[config.mk]
export PLATFORM = sky130hd
export DESIGN_NAME = imem_fetch
export DESIGN_NICKNAME = d
export VERILOG_FILES = /design/src/rtl/imem_fetch_pkg.sv /design/src/rtl/imem_fetch_fifo.sv /design/src/rtl/imem_fetch.sv
export SDC_FILE = /design/constraint.sdc
export NUM_CORES = 1
export LEC_CHECK = 0
export CAP_MARGIN = 10
export CORE_UTILIZATION = 52
export CTS_BUF_LIST = sky130_fd_sc_hd__clkbuf_8
export DETAILED_ROUTE_END_ITERATION = 12
export GPL_TIMING_DRIVEN = 0
export PLACE_DENSITY = 0.84
export SYNTH_ARGS = -nofsm -noshare
export SYNTH_HDL_FRONTEND = slang
export SYNTH_SLANG_ARGS = --single-unit
[constraint.sdc]
create_clock -name clk -period 4.7 [get_ports clk]
set_input_delay 0.94 -clock clk [delete_from_list [all_inputs] [get_ports clk]]
set_output_delay 0.94 -clock clk [all_outputs]
set_load 0.01 [all_outputs]
[src/rtl/imem_fetch_pkg.sv]
// Shared types and defaults for the instruction-fetch unit and its buffer FIFO.
package imem_fetch_pkg;

    localparam int unsigned ADDR_SIZE        = 31;
    localparam int unsigned INSTR_SIZE       = 31;
    localparam int unsigned FETCH_FIFO_DEPTH = 4;
    localparam int unsigned RESET_PC_DEF     = 0;
    localparam int unsigned PC_INC_DEF       = 4;

    typedef enum logic [1:0] {
        FETCH_IDLE    = 2'd0,
        FETCH_BUSY    = 2'd1,
        FETCH_DISCARD = 2'd2
    } fetch_state_e;

endpackage

[src/rtl/imem_fetch_fifo.sv]
// Synchronous FIFO holding {pc, instruction} pairs between fetch and decode.
module imem_fetch_fifo
    import imem_fetch_pkg::*;
#(
    parameter int unsigned DEPTH = FETCH_FIFO_DEPTH,
    parameter int unsigned WIDTH = 64
) (
    input  logic                     clk,
    input  logic                     reset,
    input  logic                     push,
    input  logic                     pop,
    input  logic                     flush,
    input  logic [WIDTH-1:0]         wdata,
    output logic [WIDTH-1:0]         rdata,
    output logic [$clog2(DEPTH):0]   count,
    output logic                     full,
    output logic                     empty
);

    localparam int unsigned PTR_W = $clog2(DEPTH);
    localparam int unsigned CNT_W = PTR_W + 1;

    logic [WIDTH-1:0] mem_q [DEPTH];
    logic [PTR_W-1:0] wr_ptr_q, wr_ptr_d;
    logic [PTR_W-1:0] rd_ptr_q, rd_ptr_d;
    logic [CNT_W-1:0] count_q, count_d;

    // Pointers wrap naturally because DEPTH is a power of two.
    always_comb begin
        wr_ptr_d = wr_ptr_q;
        rd_ptr_d = rd_ptr_q;
        count_d  = count_q;
        if (flush) begin
            wr_ptr_d = '0;
            rd_ptr_d = '0;
            count_d  = '0;
        end else begin
            if (push) wr_ptr_d = wr_ptr_q + 1'b1;
            if (pop)  rd_ptr_d = rd_ptr_q + 1'b1;
            count_d = count_q + CNT_W'(push) - CNT_W'(pop);
        end
    end

    always_ff @(posedge clk or posedge reset) begin
        if (reset) begin
            wr_ptr_q <= '0;
            rd_ptr_q <= '0;
            count_q  <= '0;
        end else begin
            wr_ptr_q <= wr_ptr_d;
            rd_ptr_q <= rd_ptr_d;
            count_q  <= count_d;
        end
    end

    always_ff @(posedge clk) begin
        if (push && !flush) mem_q[wr_ptr_q] <= wdata;
    end

    assign rdata = mem_q[rd_ptr_q];
    assign count = count_q;
    assign full  = (count_q == CNT_W'(DEPTH));
    assign empty = (count_q == '0);

    a_no_pop_empty: assert property (@(posedge clk) disable iff (reset) !(pop && empty));
    a_no_push_full: assert property (@(posedge clk) disable iff (reset) !(push && full && !pop));

endmodule

[src/rtl/imem_fetch.sv]
// Instruction-fetch initiator: one outstanding imem read, redirect/discard handling,
// and a small FIFO of {pc, instruction} feeding decode.
module imem_fetch
    import imem_fetch_pkg::*;
#(
    parameter int unsigned         ADDR_W   = ADDR_SIZE + 1,
    parameter int unsigned         INSTR_W  = INSTR_SIZE + 1,
    parameter int unsigned         DEPTH    = FETCH_FIFO_DEPTH,
    parameter logic [ADDR_W-1:0]   RESET_PC = ADDR_W'(RESET_PC_DEF),
    parameter logic [ADDR_W-1:0]   PC_INC   = ADDR_W'(PC_INC_DEF)
) (
    input  logic               clk,
    input  logic               reset,
    output logic [ADDR_W-1:0]  imem_rd_addr,
    output logic               imem_rd_enable,
    input  logic [INSTR_W-1:0] imem_rd_data,
    input  logic               imem_rd_ready,
    output logic               instr_valid,
    output logic [INSTR_W-1:0] instr_data,
    output logic [ADDR_W-1:0]  instr_pc,
    input  logic               instr_ready,
    input  logic               redirect_valid,
    input  logic [ADDR_W-1:0]  redirect_pc
);

    localparam int unsigned CNT_W = $clog2(DEPTH) + 1;

    fetch_state_e        state_q, state_d;
    logic [ADDR_W-1:0]   fetch_pc_q, fetch_pc_d;
    logic [ADDR_W-1:0]   rd_addr_q, rd_addr_d;
    logic                rd_en_q, rd_en_d;

    logic                push, pop, flush;
    logic                fifo_full, fifo_empty;
    logic [CNT_W-1:0]    fifo_count;
    logic [ADDR_W+INSTR_W-1:0] fifo_rdata;
    logic [CNT_W:0]      occ_after_push;
    logic                space_idle, space_after_push;

    assign instr_valid = !fifo_empty && !redirect_valid;
    assign pop         = instr_valid && instr_ready;

    // Occupancy after this cycle's pop (and, in the BUSY/ready case, push).
    assign space_idle       = !fifo_full || pop;
    assign occ_after_push   = {1'b0, fifo_count} - (CNT_W+1)'(pop) + (CNT_W+1)'(1);
    assign space_after_push = occ_after_push < (CNT_W+1)'(DEPTH);

    always_comb begin
        state_d    = state_q;
        fetch_pc_d = fetch_pc_q;
        rd_addr_d  = rd_addr_q;
        rd_en_d    = rd_en_q;
        push       = 1'b0;
        flush      = 1'b0;
        unique case (state_q)
            FETCH_IDLE: begin
                if (redirect_valid) begin
                    fetch_pc_d = redirect_pc;
                    flush      = 1'b1;
                end else if (space_idle) begin
                    rd_en_d   = 1'b1;
                    rd_addr_d = fetch_pc_q;
                    state_d   = FETCH_BUSY;
                end
            end
            FETCH_BUSY: begin
                if (redirect_valid) begin
                    flush      = 1'b1;
                    fetch_pc_d = redirect_pc;
                    if (imem_rd_ready) begin
                        rd_addr_d = redirect_pc;
                        rd_en_d   = 1'b1;
                    end else begin
                        state_d = FETCH_DISCARD;
                    end
                end else if (imem_rd_ready) begin
                    push       = 1'b1;
                    fetch_pc_d = fetch_pc_q + PC_INC;
                    if (space_after_push) begin
                        rd_addr_d = fetch_pc_q + PC_INC;
                    end else begin
                        rd_en_d = 1'b0;
                        state_d = FETCH_IDLE;
                    end
                end
            end
            FETCH_DISCARD: begin
                if (redirect_valid) begin
                    fetch_pc_d = redirect_pc;
                    flush      = 1'b1;
                end
                // Stale response is dropped; the latest target wins, even if redirected this cycle.
                if (imem_rd_ready) begin
                    rd_addr_d = redirect_valid ? redirect_pc : fetch_pc_q;
                    state_d   = FETCH_BUSY;
                end
            end
            default: begin
                state_d = FETCH_IDLE;
                rd_en_d = 1'b0;
            end
        endcase
    end

    always_ff @(posedge clk or posedge reset) begin
        if (reset) begin
            state_q    <= FETCH_IDLE;
            fetch_pc_q <= RESET_PC;
            rd_addr_q  <= RESET_PC;
            rd_en_q    <= 1'b0;
        end else begin
            state_q    <= state_d;
            fetch_pc_q <= fetch_pc_d;
            rd_addr_q  <= rd_addr_d;
            rd_en_q    <= rd_en_d;
        end
    end

    imem_fetch_fifo #(
        .DEPTH (DEPTH),
        .WIDTH (ADDR_W + INSTR_W)
    ) u_fifo (
        .clk   (clk),
        .reset (reset),
        .push  (push),
        .pop   (pop),
        .flush (flush),
        .wdata ({fetch_pc_q, imem_rd_data}),
        .rdata (fifo_rdata),
        .count (fifo_count),
        .full  (fifo_full),
        .empty (fifo_empty)
    );

    assign imem_rd_addr   = rd_addr_q;
    assign imem_rd_enable = rd_en_q;
    assign instr_pc       = fifo_rdata[ADDR_W+INSTR_W-1:INSTR_W];
    assign instr_data     = fifo_rdata[INSTR_W-1:0];

endmodule

==> flow_summary.yaml, run 1 <==
cts:
  insertion_delay_ns: 0.58
  post_cts_buffers: 0
  cts.sinks: 330
  hold_buffers: 0
  post_cts_resized: 0
  cts_root_buf: "clkbuf_8"
  path_clk_slew_ns: 0.06
  clockBufferDepth: 3
  numCtsBuffers: 51
  cts_tree: "yes"
  htree_levels: 2
global_route:
  gr-total-overflow: 0
  grt_use_total_pct: 27.5
  grt_first_pass_wirelength_mm: 58.0
  grt_antenna_before_repair: 1
  grt_max_degree: 61
  grt_pass1_vias: 9881
yosys:
  syn_avg_cell_area_um2: 14.5
  synthArstFlopShare_pct: 22.4
  synth-main-ff-cell: "edfxtp_1"
  synthCells: 993
  synth.yosys.warnings: 0
  synth.net_count: 1076
  syn_area_um2: 14400
  synth_edf_count: 256
  ys_seq_elements: 330
  yosysUniqueCellTypes: 70
  ys_seq_area_share_pct: 66.3
floorplanning:
  ios: 167
  die_w_um: 168
  die_h_um: 168
  dieArea_um2: 28400
  rows: 60
  initial_core_util_pct: 53.3
  core-area_um2: 27000
worst_setup_path:
  regToRegStartpoint: "state_q[1]$_DFFE_PP0P_"
  crit_path_end_kind: "output pin"
  startpoint_type: "register"
  cp_top_family: "buffers and inverters"
  critical_path_class: "reg -> out"
  worst_path_max_delay_cell: "buf_1"
  required_ns: 3.76
  rr_worst_depth: 13
  cpPeakStageDelay_ns: 0.64
  crit_buf_inv: 3
  r2r-end: "u_fifo.count[2]$_DFF_PP0_"
  arrival_ns: 3.18
  cp_max_fo: 10
  path_cells: "buf_1 -> buf_2 -> mux4_2 -> clkdlybuf4s50_1"
  r2r_setup_slack_ns: 1.29
route:
  ant_nets: 0
  num_vias: 9930
  drt-initial-drc-count: 894
  wl_per_cell_um: 24.2
  drtPass1Iterations: 5
  drcViolationCount: 0
  routed_wl_mm: 38.7
  via_per_inst: 6.21
worst_hold_path:
  hold_start: "imem_rd_addr[3]$_DFFE_PP0P_"
  holdCritPathClass: "reg -> reg"
  min_path_cells: 2
  holdPathEnd: "imem_rd_addr[3]$_DFFE_PP0P_"
placement:
  gp_congestion: 0.954
  numPortBuffers: 166
  post-place-ws_ns: 0.646
  dp.final_hpwl_mm: 25.3
layout:
  area_growth_pct: 22.9
  nets: 1300
  antenna_cells: 0
  layout-drive-gt1-share_pct: 14.7
sta:
  hold_viol_final: 0
  setup_violations: 0
  slew_viol_final: 0
  fmax_mhz: 243
  max-slew-margin-rel_pct: 27.1
  period_minus_slack_ns: 4.12
  fin_setup_tns_ns: 0
  tightest_slew_ns: 1.09
  setup_ws_ns: 0.581
  rsz0062_at_grt: "false"
  fin_skew_ns: 0.0140
  timing.final.crit_share_pct: 87.6
power:
  max-vdd-ir-drop_mv: 0.349
  power_density_nw_per_um2: 578
  power_leakage_nw: 6.14
job:
  cap_violations: 0
run_status:
  status: "completed"
-- cells in the mapped netlist, types with 4 or more instances --
| cell type | instances | area [um2] |
|---|---|---|
| clkbuf_1 | 39 | 146 |
| nand2_1 | 68 | 255 |
| nor3_1 | 12 | 60.1 |
| inv_1 | 22 | 82.6 |
| or3_1 | 6 | 37.5 |
| a221oi_1 | 12 | 105 |
| o22a_1 | 4 | 35.0 |
| nand4_1 | 6 | 37.5 |
| ha_1 | 13 | 163 |
| buf_4 | 5 | 37.5 |
| a22oi_1 | 9 | 67.6 |
| a21oi_1 | 56 | 280 |
| nand3_1 | 25 | 125 |
| nor2b_1 | 5 | 31.3 |
| a31oi_1 | 13 | 81.3 |
| buf_2 | 15 | 75.1 |
| xnor2_1 | 9 | 78.8 |
| and3_1 | 13 | 81.3 |
| o21ai_0 | 73 | 365 |
| edfxtp_1 | 256 | 7690 |
| buf_1 | 8 | 30.0 |
| mux2_2 | 4 | 45.0 |
| o22ai_1 | 7 | 43.8 |
| a211oi_1 | 6 | 45.0 |
| mux2i_1 | 10 | 100 |
| o31a_1 | 4 | 35.0 |
| nor2_1 | 79 | 297 |
| mux4_2 | 64 | 1440 |
| xor2_1 | 6 | 52.6 |
| dfrtp_1 | 74 | 1850 |
| or2_2 | 4 | 25.0 |
-- placed cells by master, fill, tap and decap left out, types with 25 or more instances in the layout --
master / count
clkbuf_8: 60
clkdlybuf4s50_1: 166
o21ai_0: 73
dfrtp_1: 74
inv_1: 40
mux4_2: 64
nor2_1: 79
nand2_1: 68
a21oi_1: 56
nand3_1: 25
edfxtp_1: 256
clkbuf_1: 39
-- final cells by class --
type / count / area (um2)
sequential: 330 / 9540
clock buffer: 60 / 826
clock inverter: 35 / 230
multi-input combinational: 573 / 4500
tap: 341 / 427
inverter: 23 / 88.8
fill: 1987 / 9330
timing repair buffer: 171 / 1790
buffer: 67 / 289
-- routing by layer --
metal  routed length [um]  vias up  track usage (%)
met5                    0        -                0
met2                18100      594             43.5
met4                 1460        0             11.1
met1                15200     4894             36.8
li1                     -     4330                -
met3                 3990      112             6.79
-- how the worst max path moves through the flow --
stage | startpoint | end | slack, ns | depth (start not counted)
after floorplan | redirect_valid | u_fifo.mem_q[0][0]$_DFFE_PP_ | 1.29 | 3
after global placement | redirect_valid | u_fifo.mem_q[0][35]$_DFFE_PP_ | -0.72 | 4
after detailed placement | redirect_valid | imem_rd_addr[29]$_DFFE_PP0P_ | 0.65 | 11
after CTS | u_fifo.rd_ptr_q[0]$_DFFE_PP0P_ | instr_pc[17] | 0.45 | 4
after global routing | u_fifo.rd_ptr_q[0]$_DFFE_PP0P_ | instr_pc[17] | 0.35 | 4
final | u_fifo.rd_ptr_q[0]$_DFFE_PP0P_ | instr_pc[17] | 0.58 | 4
-- worst min-delay path: stages (launching register included) --
cell and delay (ns):
dfrtp_1 0.34, nand2_1 0.05, o21ai_0 0.06
-- report_power, final --
part / switching, mW / leakage (nW) / internal (mW)
Sequential: 0.395 / 3.20 / 3.64
Combinational: 2.24 / 2.32 / 1.51
Clock: 1.11 / 0.612 / 1.33
-- kinds of logic after synthesis --
logic type | after synthesis | share of synthesized area [%]
mux | 78 | 11.0
fa+ha+maj | 14 | 1.27
simple gates | 242 | 8.16
flops | 330 | 66.3
buf+inv | 90 | 2.61
compound gates | 224 | 9.77
xor+xnor | 15 | 0.913
-- stage by stage --
stage                     util, %  hold slack, ns  total power, mW  instances  area, um2
after floorplan                 -           0.471             6.04        993      14400
after global placement       61.0           0.474             7.63       1500      16500
after detailed placement     61.6           0.477             7.73       1505      16600
after CTS                    65.5           0.494             10.2       1600      17700
after global routing         65.5           0.534             10.7       1600      17700
final                        65.5           0.491             10.2       1600      17700
-- state kept, by name, indices dropped and copies added (netlist names) --
name             flops
u_fifo.wr_ptr_q      2
u_fifo.mem_q       256
state_q              2
imem_rd_addr        32
u_fifo.rd_ptr_q      2
imem_rd_enable       1
fetch_pc_q          32
u_fifo.count         3
Note: power is estimated with default switching activity, not from simulation.
==> run 2, diff against run 1 <==
Settings changed: DONT_BUFFER_PORTS set to 1, PLACE_DENSITY 0.84 to not set, PLACE_DENSITY_LB_ADDON set to 0.08.
==> flow_summary.yaml, run 2 (synthesized netlist as in run 1, its figures left out) <==
cts:
  post_cts_resized: 0
  cts_root_buf: "clkbuf_8"
  cts_tree: "yes"
  path_clk_slew_ns: 0.06
  cts.sinks: 330
  insertion_delay_ns: 0.58
  numCtsBuffers: 52
  hold_buffers: 0
  htree_levels: 2
  post_cts_buffers: 0
  clockBufferDepth: 3
floorplanning:
  initial_core_util_pct: 53.3
  rows: 60
  ios: 167
  core-area_um2: 27000
  die_w_um: 168
  die_h_um: 168
  dieArea_um2: 28400
sta:
  max-slew-margin-rel_pct: 35.7
  period_minus_slack_ns: 3.63
  hold_viol_final: 0
  timing.final.crit_share_pct: 77.1
  slew_viol_final: 0
  tightest_slew_ns: 0.961
  fmax_mhz: 276
  fin_skew_ns: 0.0118
  rsz0062_at_grt: "false"
  setup_violations: 0
  holdWs_ns: 0.238
layout:
  final_cell_mix: "edfxtp_1 (256), nor2_1 (79), dfrtp_1 (74), o21ai_0 (73), nand2_1 (68)"
  final_common_cell: "edfxtp_1"
  largest_reg_flops: 256
  layout-drive-gt1-share_pct: 16.3
  final_util_pct: 58.9
  antenna_cells: 0
  fillerInstances: 2176
  nets: 1135
  area_growth_pct: 10.6
  fin_area_um2: 15900
  instances_no_fill: 1437
  regMostFlops: "u_fifo.mem_q"
route:
  drt-initial-drc-count: 937
  drtPass1Iterations: 5
  via_per_inst: 6.29
  ant_nets: 0
  num_vias: 9033
  routed_wl_mm: 36.6
  drcViolationCount: 0
  wl_per_cell_um: 25.4
global_route:
  grt_first_pass_wirelength_mm: 55.7
  grt_max_degree: 58
  gr-total-overflow: 0
  grt_pass1_vias: 9067
  grt_use_total_pct: 26.5
  grt_antenna_before_repair: 0
worst_setup_path:
  startpoint_type: "register"
  critical_path_class: "reg -> out"
  r2r-end: "u_fifo.count[2]$_DFF_PP0_"
  arrival_ns: 2.69
  rr_worst_depth: 13
  regToRegStartpoint: "state_q[1]$_DFFE_PP0P_"
  required_ns: 3.76
  cp_max_fo: 10
  crit_path_end_kind: "output pin"
  r2r_setup_slack_ns: 1.44
power:
  max-vdd-ir-drop_mv: 0.411
  power_density_nw_per_um2: 584
  power_leakage_nw: 5.48
placement:
  place_inst: 1339
  numPortBuffers: 0
  dp.final_hpwl_mm: 24.1
  placed_cell_area_um2: 15000
  gp_congestion: 0.929
run_status:
  status: "completed"
job:
  cap_violations: 0
worst_hold_path:
  holdCritPathClass: "in -> async"
[run 2: power breakdown]
group | switching (mW) | internal, mW | leakage (nW)
Combinational | 1.98 | 0.993 | 1.67
Sequential | 0.481 | 3.64 | 3.20
Clock | 1.10 | 1.11 | 0.599
Total | 3.56 | 5.75 | 5.48
[run 2: area by class of cell]
type | instances | area [um2] | share of cell area [%]
inverters | 23 | 88.8 | 0.558
flip-flops and latches | 330 | 9540 | 59.9
well taps | 341 | 427 | 2.68
clock buffers | 53 | 729 | 4.58
repair buffers | 5 | 130 | 0.817
plain buffers | 67 | 289 | 1.81
multi-input cells | 573 | 4500 | 28.3
clock inverters | 45 | 221 | 1.39
[run 2: worst max path at each step]
stage	from	endpoint	cells past startpoint
6_report	u_fifo.rd_ptr_q[0]$_DFFE_PP0P_	instr_pc[10]	3
5_1_grt	u_fifo.rd_ptr_q[0]$_DFFE_PP0P_	instr_pc[10]	3
4_1_cts	u_fifo.rd_ptr_q[0]$_DFFE_PP0P_	instr_pc[12]	3
3_5_place_dp	redirect_valid	imem_rd_addr[7]$_DFFE_PP0P_	9
3_3_place_gp	state_q[1]$_DFFE_PP0P_	u_fifo.mem_q[0][40]$_DFFE_PP_	6
2_1_floorplan	redirect_valid	u_fifo.mem_q[0][0]$_DFFE_PP_	3
[run 2: critical path, stage by stage, from the launching register on]
cell	delay, ns
dfrtp_1	0.39
buf_1	0.60
buf_2	0.49
mux4_2	0.62
[run 2: layer usage]
| metal | routed length, um | part of all wire, % | global-route usage [%] |
|---|---|---|---|
| met5 | 0 | 0 | 0 |
| met4 | 1260 | 3.4 | 10.9 |
| met3 | 3870 | 11 | 8.39 |
| met2 | 16900 | 46 | 40.2 |
| met1 | 14500 | 40 | 35.5 |
[run 2: per-stage QoR]
stage,power [mW],setup slack [ns],TNS [ns]
finish,9.31,1.07,0
global route,9.79,0.862,0
CTS,9.32,0.905,0
detailed placement,7.09,1.09,0
global placement,7.06,-0.454,-96.02
floorplan,6.04,1.29,0
==> variant 1, RTL diff (settings of run 2) <==
The package constant `ADDR_SIZE` goes from 31 to 62.
--- a/src/rtl/imem_fetch_pkg.sv
+++ b/src/rtl/imem_fetch_pkg.sv
@@ -1,7 +1,7 @@
 // Shared types and defaults for the instruction-fetch unit and its buffer FIFO.
 package imem_fetch_pkg;
 
-    localparam int unsigned ADDR_SIZE        = 31;
+    localparam int unsigned ADDR_SIZE        = 62;
     localparam int unsigned INSTR_SIZE       = 31;
     localparam int unsigned FETCH_FIFO_DEPTH = 4;
     localparam int unsigned RESET_PC_DEF     = 0;
Ports: changed (resized imem_rd_addr, instr_pc and redirect_pc); port bits go from 167 to 260. The function was not compared with the original's and may differ.
==> variant 1 against run 2 <==
The flow now finishes with violations (negative setup slack). Power up 75%. Setup slack worse by 1.3 ns. Cell area up 65%. Routed wire length up 150%. Clock power up 63%. Combinational power up 100%. Synthesized area up 65%. Global-route usage up 13 points. Sequential cell count up 186.
==> variant 1: results (changes against run 2) <==
Status
  • Status: finished with violations (was completed)
  • Violated checks: negative setup slack

Route
  • DRT Wirelength: 90,200 um (was 36,600 um)
  • Drt pass-1 iters: 6 (was 5)
  • First-iteration detailed-routing DRC count: 2,343 (was 937)

Logic synthesis
  • Number of synthesized flops with an enable pin: 380 (was 256)
  • Sequential share of the synthesized area: 62.5% (was 66.3%)
  • Synth Instances: 1,785 (was 993)
  • Asr flop ratio synth: 26.4% (was 22.4%)
  • Yosys cell types: 76 (was 70)
  • Most common cell in the netlist: edfxtp_1 (unchanged)

Power
  • Peak supply drop: 0.000343 V (was 0.000411 V)
  • Pleak: 8.76 nW (was 5.48 nW)
  • Sw Pwr: 7.00 mW (was 3.56 mW)

Timing
  • TNS Setup: -0.972 ns (was 0 ns)
  • Worst Skew: 0.0365 ns (was 0.0118 ns)
  • Final setup viols: 9 (was 0)
  • Hold WS: 0.217 ns (was 0.238 ns)
  • Final Worst Setup Slack: -0.178 ns (was 1.07 ns)
  • Rel. slew slack: 8.38% (was 35.7%)

Cells and area
  • Max reg flops: 380 (was 256)
  • Fraction of layout cells with a size suffix above 1: 13.9% (was 16.3%)
  • Non-Filler Instances: 2,547 (was 1,437)
  • Fill cells: 3,565 (was 2,176)
  • Final #Nets: 1,995 (was 1,135)

Clock tree
  • CTS buffer count: 84 (was 52)
  • Worst-Skew Late Latency: 0.69 ns (was 0.58 ns)
  • CTS H-tree lvls: 3 (was 2)

Placed design
  • Dpl hpwl: 63,000 um (was 24,100 um)
  • Cell count after placement: 2,386 (was 1,339)
  • Area after DPL: 24,700 sq um (was 15,000 sq um)
  • Place WS: -0.466 ns (was 1.09 ns)

Critical path
  • Crit-path slowest cell: clkbuf_1 (was mux4_2)
  • Worst Path Arrival: 5.46 ns (was 2.69 ns)
  • Worst stage delay on the critical path: 0.86 ns (was 0.62 ns)

Global route
  • Pin count of the biggest net entering global routing: 73 (was 58)
  • Overall Global Routing Usage: 39.2% (was 26.5%)
  • First-pass GRT wire length: 128,000 um (was 55,700 um)
  • Antenna violations before repair: 6 (was 0)
-- variant 1: cell types whose count changed after synthesis, sizes merged, moves of 15 or more --
cell | run 2 | this run
mux4 | 64 | 95
nor2 | 81 | 135
clkbuf | 39 | 117
a21oi | 56 | 109
a31oi | 13 | 32
nor4 | 4 | 21
o221ai | 2 | 17
dfrtp | 74 | 136
o21ai | 76 | 136
nand2 | 68 | 109
o31ai | 1 | 17
nor3 | 14 | 38
nand4 | 7 | 38
edfxtp | 256 | 380
-- variant 1: final timing paths --
| check | cells past startpoint | start | to |
|---|---|---|---|
| max | 12 | redirect_valid | imem_rd_addr[62] |
| min | 1 | reset | fetch_pc_q[34] |
| max reg2reg | 9 | state_q[0] | fetch_pc_q[33] |
| min reg2reg | 0 | fetch_pc_q[11] | u_fifo.mem_q[0][43] |
| max in group asynchronous | 2 | reset | imem_rd_addr[15] |
| min in group clk | 0 | imem_rd_data[15] | u_fifo.mem_q[2][15] |
-- variant 1: cell type report --
class	instances	area [sq um]	share of cell area, %
timing repair buffer	10	224	0.853
clock inverter	64	305	1.16
tap	592	741	2.82
sequential	516	14800	56.4
multi-input combinational	1092	8230	31.3
buffer	152	601	2.29
inverter	25	98.8	0.376
clock buffer	90	1240	4.72
antenna	6	15.0	0.0572
-- variant 1: metal layers --
metal	routed length (um)	vias to the layer above	part of all wire, %	GRT usage (%)
met5	19	-	0.021	0
met4	4930	2	5.5	19.7
met3	10500	309	12	13.4
met2	41000	1199	45	59.1
met1	33700	8944	37	50.7
li1	-	7249	-	-
-- variant 1: power groups by stage --
| stage | Sequential (mW) | Clock, mW | Combinational [mW] |
|---|---|---|---|
| final | 6.76 | 3.61 | 5.95 |
| after global routing | 6.82 | 3.85 | 6.13 |
| after CTS | 6.75 | 3.66 | 5.68 |
| after detailed placement | 6.83 | 0 | 5.65 |
| after global placement | 6.82 | 0 | 5.57 |
| after floorplan | 6.45 | 0 | 3.46 |
-- variant 1: worst max-delay path, delay by kind of cell --
kind,cells,cell delay [ns]
adders and majority gates,1,0.16
and+or+nand+nor,4,0.77
AOI/OAI and AO/OA,3,0.64
buffers and inverters,4,2.94
-- variant 1: cells by family (layout without fill, tap and decap cells) --
family / Yosys count / in the layout / synth area share [%]
flip-flops: 516 / 516 / 62.5
AND/OR/NAND/NOR: 467 / 467 / 10.3
other: 0 / 6 / 0
XOR/XNOR: 20 / 20 / 0.738
multiplexers: 113 / 113 / 9.84
adder cells (fa/ha/maj): 14 / 14 / 0.770
AO/OA/AOI/OAI: 478 / 478 / 13.0
buffers and inverters: 177 / 341 / 2.93
==> variant 2, RTL diff (config.mk and constraints of run 2) <==
Made on the original files. Encoding of `fetch_state_e`: now one-hot (3 bits for 3 states).
--- a/src/rtl/imem_fetch_pkg.sv
+++ b/src/rtl/imem_fetch_pkg.sv
@@ -7,10 +7,10 @@
     localparam int unsigned RESET_PC_DEF     = 0;
     localparam int unsigned PC_INC_DEF       = 4;
 
-    typedef enum logic [1:0] {
-        FETCH_IDLE    = 2'd0,
-        FETCH_BUSY    = 2'd1,
-        FETCH_DISCARD = 2'd2
+    typedef enum logic [2:0] {
+        FETCH_IDLE    = 3'b001,
+        FETCH_BUSY    = 3'b010,
+        FETCH_DISCARD = 3'b100
     } fetch_state_e;
 
 endpackage
Check against the original RTL: no difference found for any inputs over 4 cycles, from zero or initial values and one cycle with reset high; so few cycles prove little.
==> variant 2 against run 2 <==
Cell area grew 0.18%. Power is 2.7% higher. Synthesized area is 0.73% lower. Routed wire length shrank 1.4%. Sequential cell count up 1. Clock skew is 0.015 ns higher. Non-clock buffer count increased by 4. Setup slack lost 0.34 ns. First-iteration DRC count unchanged. Critical path depth unchanged.
==> variant 2: results (changes against run 2) <==
Clock tree
  • CTS buffer count: 53 (was 52)
  • Post-cts sizing count: 0 (unchanged)
  • Register clock-pin slew on the reported worst setup and hold paths: 0.07 ns
  • Clock buffer depth: 3 (unchanged)
  • Worst-Skew Late Latency: 0.60 ns (was 0.58 ns)
  • CTS H-tree lvls: 2 (unchanged)
  • CTS root buf: clkbuf_8 (unchanged)
  • Setup bufs post-CTS: 0 (unchanged)

Logic synthesis
  • Asr flop ratio synth: 22.7% (was 22.4%)
  • Area contributors post-synth: edfxtp_1 54%, dfrtp_1 13%, mux4_2 10% (was edfxtp_1 53%, dfrtp_1 13%, mux4_2 10%)
  • Synth Warn #: 0 (unchanged)
  • Yosys cell types: 70 (unchanged)
  • Mapped Nets: 1,037 (was 1,076)
  • Commonest cells post-synth: 256 x edfxtp_1, 74 x dfrtp_1, 71 x nor2_1 (was 256 x edfxtp_1, 79 x nor2_1, 74 x dfrtp_1)
  • Number of synthesized flops with an enable pin: 256 (unchanged)
  • Sequential share of the synthesized area: 66.9% (was 66.3%)
  • Ys flop type: edfxtp_1 (unchanged)

Global route
  • Antenna violations before repair: 0 (unchanged)
  • Pin count of the biggest net entering global routing: 46 (was 58)
  • First-pass GRT wire length: 54,500 um (was 55,700 um)
  • Overall Global Routing Usage: 26.1% (was 26.5%)

Placed design
  • IO Port Bufs: 0 (unchanged)
  • Place WS: 0.408 ns (was 1.09 ns)
  • RePlAce Congestion: 0.921 (was 0.929)
  • Dpl hpwl: 23,700 um (was 24,100 um)

Critical path
  • Path depth of the worst reg2reg path: 7 (was 13)
  • Largest delay share family, worst path: buffers and inverters (unchanged)
  • Worst stage delay on the critical path: 0.76 ns (was 0.62 ns)
  • CP Max Fanout: 10 (unchanged)
  • Worst Path Arrival: 3.03 ns (was 2.69 ns)
  • Crit-path slowest cell: buf_1 (was mux4_2)

Cells and area
  • Fill cells: 2,083 (was 2,176)
  • Max reg flops: 256 (unchanged)
  • Final #Nets: 1,097 (was 1,135)
  • Top reg by flops: u_fifo.mem_q (unchanged)
  • Fraction of layout cells with a size suffix above 1: 15.2% (was 16.3%)
  • Antenna Cells: 0 (unchanged)

Route
  • Drt pass-1 iters: 5 (unchanged)
  • First-iteration detailed-routing DRC count: 937 (unchanged)
  • DR WL/cell: 25.7 um (was 25.4 um)
  • Via count: 8,922 (was 9,033)

Power
  • Pleak: 5.29 nW (was 5.48 nW)
  • Peak supply drop: 0.000316 V (was 0.000411 V)

Timing
  • Fin. Hold Viols: 0 (unchanged)
  • Worst Skew: 0.0272 ns (was 0.0118 ns)
  • Rel. slew slack: 18.9% (was 35.7%)

Status
  • Status: completed (unchanged)

Hold path
  • Hold Crit Class: in -> async (unchanged)
## variant 2: path summary, 6_finish.rpt
path | start | to | slack (ns)
max in group asynchronous | reset | fetch_pc_q[29] | 3.87
min in group clk | imem_rd_ready | state_q[2] | 0.44
setup reg to reg | state_q[2] | imem_rd_addr[31] | 1.28
hold / removal | reset | imem_rd_addr[4] | 0.25
setup / recovery | u_fifo.rd_ptr_q[0] | instr_pc[5] | 0.73
hold reg to reg | fetch_pc_q[12] | u_fifo.mem_q[2][44] | 0.52
## variant 2: metrics by stage
step | std cells | hold slack [ns] | utilization, % | instance area [sq um]
6_report | 1404 | 0.246 | 59.2 | 16000
5_1_grt | 1404 | 0.273 | 59.2 | 16000
4_1_cts | 1404 | 0.245 | 59.2 | 16000
3_5_place_dp | 1305 | 0.525 | 55.2 | 14900
3_3_place_gp | 1300 | 0.516 | 54.6 | 14700
2_1_floorplan | 959 | 0.471 | - | 14300
## variant 2: kinds of logic (layout without fill, tap and decap cells)
group                      after synthesis  in the layout  synth area share, %
AOI/OAI and AO/OA                      192            192                 9.46
xor gates and xnor gates                11             11                0.674
adders and majority gates                9              9                0.841
buffers and inverters                   88            192                 2.37
DFF                                    331            331                 66.9
muxes                                   72             72                 10.7
and+or+nand+nor                        256            256                 9.05
## variant 2: per-layer routing
layer | share of wire [%] | up-vias | GRT usage [%]
li1 | - | 3964 | -
met1 | 41 | 4456 | 34.7
met2 | 47 | 423 | 40.8
met5 | 0 | - | 0
met4 | 3.2 | 0 | 10.5
met3 | 9.2 | 79 | 7.26
## variant 2: power breakdown
part / internal [mW] / switching (mW) / total [mW]
clock network: 1.36 / 1.11 / 2.47
logic: 1.03 / 1.83 / 2.86
registers: 3.68 / 0.554 / 4.23
total: 6.07 / 3.49 / 9.56
## variant 2: final cells by class
cell class / instances / area share, %
Buffer: 71 / 1.73
Multi-Input combinational cell: 540 / 27.6
Clock buffer: 58 / 5.00
Tap cell: 341 / 2.67
Sequential cell: 331 / 60.0
Clock inverter: 41 / 1.75
Timing Repair Buffer: 5 / 0.863
Inverter: 17 / 0.416
## variant 2: worst reg2reg max path: stages, from the launching register on
cell and delay, ns:
dfrtp_1 0.36, clkbuf_1 0.21, xnor2_1 0.66, nor3_1 0.13, o22ai_1 0.96, clkbuf_1 0.72
nor2_1 0.12, o32ai_1 0.16
